File: config.mk
export PLATFORM = sky130hd
export DESIGN_NAME = conv_encoder_frame_flat
export DESIGN_NICKNAME = d
export VERILOG_FILES = /design/src/rtl/conv_encoder_frame_if.sv /design/src/rtl/conv_encoder_frame.sv /design/src/flat_wrapper.sv
export SDC_FILE = /design/constraint.sdc
export NUM_CORES = 1
export LEC_CHECK = 0
export CAP_MARGIN = 20
export CORE_MARGIN = 4
export CORE_UTILIZATION = 50
export CTS_CLUSTER_DIAMETER = 60
export CTS_CLUSTER_SIZE = 25
export DETAILED_ROUTE_END_ITERATION = 10
export GPL_TIMING_DRIVEN = 0
export PLACE_DENSITY = 0.78
export SKIP_CTS_REPAIR_TIMING = 1
export SLEW_MARGIN = 5
export SYNTH_ARGS = -nofsm -noshare
export SYNTH_HDL_FRONTEND = slang
export SYNTH_SLANG_ARGS = --single-unit
export TNS_END_PERCENT = 50
File: constraint.sdc
create_clock -name clk -period 2.7 [get_ports clk]
set_clock_uncertainty 0.15 [all_clocks]
set_input_delay 0.27 -clock clk [delete_from_list [all_inputs] [get_ports clk]]
set_output_delay 0.27 -clock clk [all_outputs]
set_load 0.1 [all_outputs]
File: src/rtl/conv_encoder_frame_if.sv
// Frame/symbol interface of the rate-1/2 K=3 convolutional encoder.
// The encoder connects through master; the source/sink side connects through slave.
interface conv_encoder_frame_if #(
  parameter int DATA_BITS = 8
);
  logic                 st;
  logic [DATA_BITS-1:0] data_in;
  logic                 code_ready;
  logic [1:0]           code_out;
  logic                 code_valid;
  logic                 busy;
  logic                 done;
  logic                 is_tail;
  logic [1:0]           state_test;

  modport master (
    input  st, data_in, code_ready,
    output code_out, code_valid, busy, done, is_tail, state_test
  );

  modport slave (
    output st, data_in, code_ready,
    input  code_out, code_valid, busy, done, is_tail, state_test
  );
endinterface

File: src/rtl/conv_encoder_frame.sv
// Rate-1/2, K=3 convolutional encoder: serialises one frame MSB-first,
// then appends two zero tail symbols so the trellis ends in state 0.
module conv_encoder_frame #(
  parameter int         DATA_BITS = 8,
  parameter logic [2:0] G0        = 3'b111,
  parameter logic [2:0] G1        = 3'b101
) (
  input logic                 clk,
  input logic                 rst,
  conv_encoder_frame_if.master enc
);
  localparam int CW = $clog2(DATA_BITS + 2);
  localparam logic [CW-1:0] LAST_DATA = CW'(DATA_BITS - 1);
  localparam logic [CW-1:0] LAST_TAIL = CW'(DATA_BITS + 1);

  typedef enum logic [1:0] {IDLE, ENCODE, FLUSH, FINISH} state_t;

  state_t               r_state, w_next;
  logic [1:0]           r_sr;
  logic [DATA_BITS-1:0] r_buf;
  logic [CW-1:0]        r_cnt;
  logic                 w_valid;
  logic                 w_accept;
  logic                 w_u;
  logic [2:0]           w_taps;
  logic [1:0]           w_sym;

  always_ff @(posedge clk) begin
    if (rst) r_state <= IDLE;
    else     r_state <= w_next;
  end

  always_comb begin
    w_next  = r_state;
    w_valid = 1'b0;
    w_u     = 1'b0;
    unique case (r_state)
      IDLE:   if (enc.st) w_next = ENCODE;
      ENCODE: begin
        w_valid = 1'b1;
        w_u     = r_buf[DATA_BITS-1];
        if (enc.code_ready && r_cnt == LAST_DATA) w_next = FLUSH;
      end
      FLUSH: begin
        w_valid = 1'b1;
        if (enc.code_ready && r_cnt == LAST_TAIL) w_next = FINISH;
      end
      FINISH: w_next = IDLE;
      default: w_next = IDLE;
    endcase
  end

  assign w_accept = w_valid & enc.code_ready;
  assign w_taps   = {w_u, r_sr};
  assign w_sym    = {^(w_taps & G0), ^(w_taps & G1)};

  always_ff @(posedge clk) begin
    if (rst) begin
      r_sr  <= '0;
      r_buf <= '0;
      r_cnt <= '0;
    end else if (r_state == IDLE && enc.st) begin
      r_sr  <= '0;
      r_buf <= enc.data_in;
      r_cnt <= '0;
    end else if (w_accept) begin
      r_sr  <= {w_u, r_sr[1]};
      r_buf <= r_buf << 1;
      // parked at zero on the final tail so the counter never wraps
      r_cnt <= (r_state == FLUSH && r_cnt == LAST_TAIL) ? '0 : r_cnt + 1'b1;
    end
  end

  assign enc.code_out   = w_valid ? w_sym : 2'b00;
  assign enc.code_valid = w_valid;
  assign enc.busy       = (r_state != IDLE);
  assign enc.done       = (r_state == FINISH);
  assign enc.is_tail    = (r_state == FLUSH);
  assign enc.state_test = r_sr;
endmodule
File: src/flat_wrapper.sv
// flat-port wrapper written by rule: the top's interface ports become plain ports
module conv_encoder_frame_flat 
#(
  parameter int         DATA_BITS = 8,
  parameter logic [2:0] G0        = 3'b111,
  parameter logic [2:0] G1        = 3'b101
)
  (clk, rst, enc_st, enc_data_in, enc_code_ready, enc_code_out, enc_code_valid, enc_busy, enc_done, enc_is_tail, enc_state_test);
  conv_encoder_frame_if #(.DATA_BITS(DATA_BITS)) enc_i ();
  input logic clk;
  input logic rst;
  input wire logic [$bits(enc_i.st)-1:0] enc_st;
  input wire logic [$bits(enc_i.data_in)-1:0] enc_data_in;
  input wire logic [$bits(enc_i.code_ready)-1:0] enc_code_ready;
  output wire logic [$bits(enc_i.code_out)-1:0] enc_code_out;
  output wire logic [$bits(enc_i.code_valid)-1:0] enc_code_valid;
  output wire logic [$bits(enc_i.busy)-1:0] enc_busy;
  output wire logic [$bits(enc_i.done)-1:0] enc_done;
  output wire logic [$bits(enc_i.is_tail)-1:0] enc_is_tail;
  output wire logic [$bits(enc_i.state_test)-1:0] enc_state_test;
  assign enc_i.st = enc_st;
  assign enc_i.data_in = enc_data_in;
  assign enc_i.code_ready = enc_code_ready;
  assign enc_code_out = enc_i.code_out;
  assign enc_code_valid = enc_i.code_valid;
  assign enc_busy = enc_i.busy;
  assign enc_done = enc_i.done;
  assign enc_is_tail = enc_i.is_tail;
  assign enc_state_test = enc_i.state_test;
  conv_encoder_frame #(.DATA_BITS(DATA_BITS), .G0(G0), .G1(G1)) u_core (.clk(clk), .rst(rst), .enc(enc_i));
endmodule
==> summary.md <==
| Metric | Value |
|---|---|
| CTS buffer count | `3` |
| Worst slew pin tran | `0.968 ns` |
| Max-slew headroom | `roughly a third` |
| R2R Setup Slk | `around 0.77 ns` |
| CP max stage cell | `clkdlybuf4s50_1` |
| Core ar. | `between 1500 and 2000 µm²` |
| HPWL Detailed | `1400 µm` |
| RSZ-0062 raised after global routing | `false` |
| Largest net degree at the start of global routing | `11` |
| CTS Buffer Depth | `2` |
| Status | `finished clean` |
| Multi-input gate area in the final layout | `between 500 and 600 µm²` |
| First-pass DRT Iterations | `4` |
| CTS Root Cell | `clkbuf_4` |
| Critical path cell sequence | `inv_1 -> ha_2 -> inv_1 -> clkdlybuf4s50_1` |
| GRT Total Usage | `about 17%` |
| Static Leak | `0.450 nW` |
| Crit path time final | `about 2.6 ns` |
| P_int | `between 0.5 and 0.6 mW` |
| Worst-path fanout max | `5` |
| Net Sw Frac | `between 50% and 60%` |
| Data arrival, critical path | `between 2 and 2.5 ns` |
| Crit path top cell by count | `inv_1` |
| GR Layer Usage met1 | `a little over a fifth` |
| Seq pwr share | `about 27%` |
| Nets | `144` |
| Number of global-route vias before repair | `778` |
| Design Power | `~1.2 mW` |
| Vias | `roughly 800` |
| Die Wd | `50.2 µm` |
| Crit end category | `output port` |
| DR iter-0 viols | `16` |
| Global-route wire length before repair | `3410 µm` |
| Yosys warning count | `0` |
| Setup TNS | `0 ns` |
| Area after DPL | `1110 µm²` |
| Setup crit start kind | `register` |
| Cell area after layout | `roughly 1100 µm²` |
| HP Class | `input pin to register` |
| Synthesized instance count | `slightly above 100` |
| GPL Wtd Cong | `between 0.7 and 0.8` |
| Mapped cell area | `roughly 900 µm²` |
| Via density | `5.42` |
| Clock power frac | `approximately a tenth` |
| Die area | `approximately 2500 µm²` |
| PortBufs | `17` |
| Pwr Density | `roughly 1100 nW/µm²` |
| NetSw | `0.651 mW` |
| Initial antenna violation count | `0` |
| FF+latch area | `between 300 and 400 µm²` |
| GRT met3 Usage | `about 3.3%` |
| Grt ovf | `0` |
| Hold_ws | `between 0.1 and 0.15 ns` |
| Syn_area_per_cell | `a little under 9 µm²` |
| Sequential share of the synthesized area | `a little over a third` |
| # setup viols final | `0` |
| WL per Instance | `12.8 µm` |
| DP Cell Count | `144` |
| Hold Fails Final Rpt | `0` |
| Antenna Nets Post-Route | `0` |
| Starting density of the core | `a little under three fifths` |
| Share of cells above drive strength 1 | `13.8%` |
| Clock Latency Late Sink | `0.29 ns` |
| CP max stage delay | `approximately 1.1 ns` |
| GR met2 Demand/Resource | `about 29%` |
| Synth-to-Final Area Change | `26.1%` |
| Post-Synthesis Net Count | `between 100 and 150` |
| Final slew viol count | `0` |
| Crit share post-route | `a little over nine tenths` |
| Distinct cells, synth | `25` |
| Chip height | `around 50 µm` |
| Max-cap viol count | `0` |
| Cell Count, Final, Fillers Out | `about 150` |
| Final core utilization | `a little over two thirds` |
| Peak supply drop | `roughly 0.0011 V` |
| TritonCTS clock tree | `yes` |
| H-Tree Depth | `1` |
| Highest Clock Rate | `around 390 MHz` |
| WL final | `1890 µm` |
| Flops & latches, synth | `16` |
| Antenna cell count | `0` |
| GR peak layer | `met2` |
| DRC viols | `0` |
| I/O pin total | `20` |
| Placement-stage worst setup slack | `-0.237 ns` |
| Worst-path clk slew | `0.10 ns` |
| Combinational fraction of design power | `62.5%` |
| Setup ws final | `~0.12 ns` |
| Crit path kind | `register to output port` |
| Fillers | `about 140` |
| FP Rows | `14` |
| CP Data Required Time | `roughly 2.3 ns` |
| Sink Count | `16` |
placed cells by master, fill, tap and decap left out, types with 2 or more instances in the layout:
cell type / instances
inv_1: 5
clkbuf_4: 3
clkdlybuf4s50_1: 14
a21boi_0: 2
a311oi_1: 8
nand3_1: 14
nor2b_4: 2
buf_2: 5
nor2_1: 9
clkbuf_2: 2
buf_4: 2
ha_1: 6
a21oi_1: 4
nand2_1: 14
dfxtp_1: 16
xor2_1: 2
synthesized netlist by cell type (all sizes together):
master,number,area [µm²]
a21oi,4,20.0
xnor3,1,22.5
xnor2,1,8.76
nand2,14,52.6
nor2,9,33.8
or3,1,6.26
o211a,1,10.0
o31ai,1,7.51
mux2i,1,10.0
a221oi,1,15.0
dfxtp,16,320
o21ai,1,5.00
nor2b,3,18.8
inv,5,18.8
a311oi,8,70.1
and2,1,6.26
buf,7,40.0
ha,7,87.6
nand3,14,70.1
a2111o,1,11.3
a21boi,2,15.0
xor2,2,17.5
nand4b,2,23.8
cell type report:
type	count	share of cell area [%]
plain buffers	7	3.56
clock buffers	3	2.00
inverters	5	1.67
multi-input cells	75	47.1
flip-flops and latches	16	28.5
well taps	24	2.67
repair buffers	17	14.5
worst paths after layout:
check / end / cells after the start / startpoint
setup / recovery: enc_busy / 4 / u_core.r_state[0]$_SDFFE_PP0P_
hold / removal: u_core.r_buf[0]$_SDFFE_PP0P_ / 2 / rst
hold reg to reg: u_core.r_buf[0]$_SDFFE_PP0P_ / 2 / u_core.r_buf[0]$_SDFFE_PP0P_
setup reg to reg: u_core.r_cnt[0]$_SDFFE_PP0P_ / 6 / u_core.r_state[1]$_SDFFE_PP0P_
kinds of logic after synthesis:
kind of cell	synth area share, %
flip-flops	36.0
XOR/XNOR	5.48
buffers and inverters	6.60
multiplexers	1.12
adder cells (fa/ha/maj)	9.83
AO/OA/AOI/OAI	17.3
AND/OR/NAND/NOR	23.7
state kept, by name, summed over array words and instances (netlist names):
name	cells
u_core.r_buf	8
u_core.r_cnt	4
u_core.enc.state_test	2
u_core.r_state	2
metal layers:
layer	vias up	part of all wire (%)
met3	4	6.7
li1	407	-
met2	24	46
met1	362	46
met4	0	1.2
met5	-	0
power groups by stage:
stage               Clock [mW]  Sequential (mW)  Combinational, mW
floorplan                    0            0.339              0.638
global placement             0            0.344              0.777
detailed placement           0            0.347              0.784
CTS                      0.124            0.341              0.792
global route             0.138            0.350              0.845
finish                   0.126            0.341              0.779
worst max-delay path, delay by kind of cell (launching register included):
| kind | cells | cell delay (ns) |
|---|---|---|
| buffers and inverters | 3 | 1.28 |
| flip-flops | 1 | 0.39 |
| adder cells (fa/ha/maj) | 1 | 0.22 |
No activity file was read; power rests on OpenSTA's default activity.
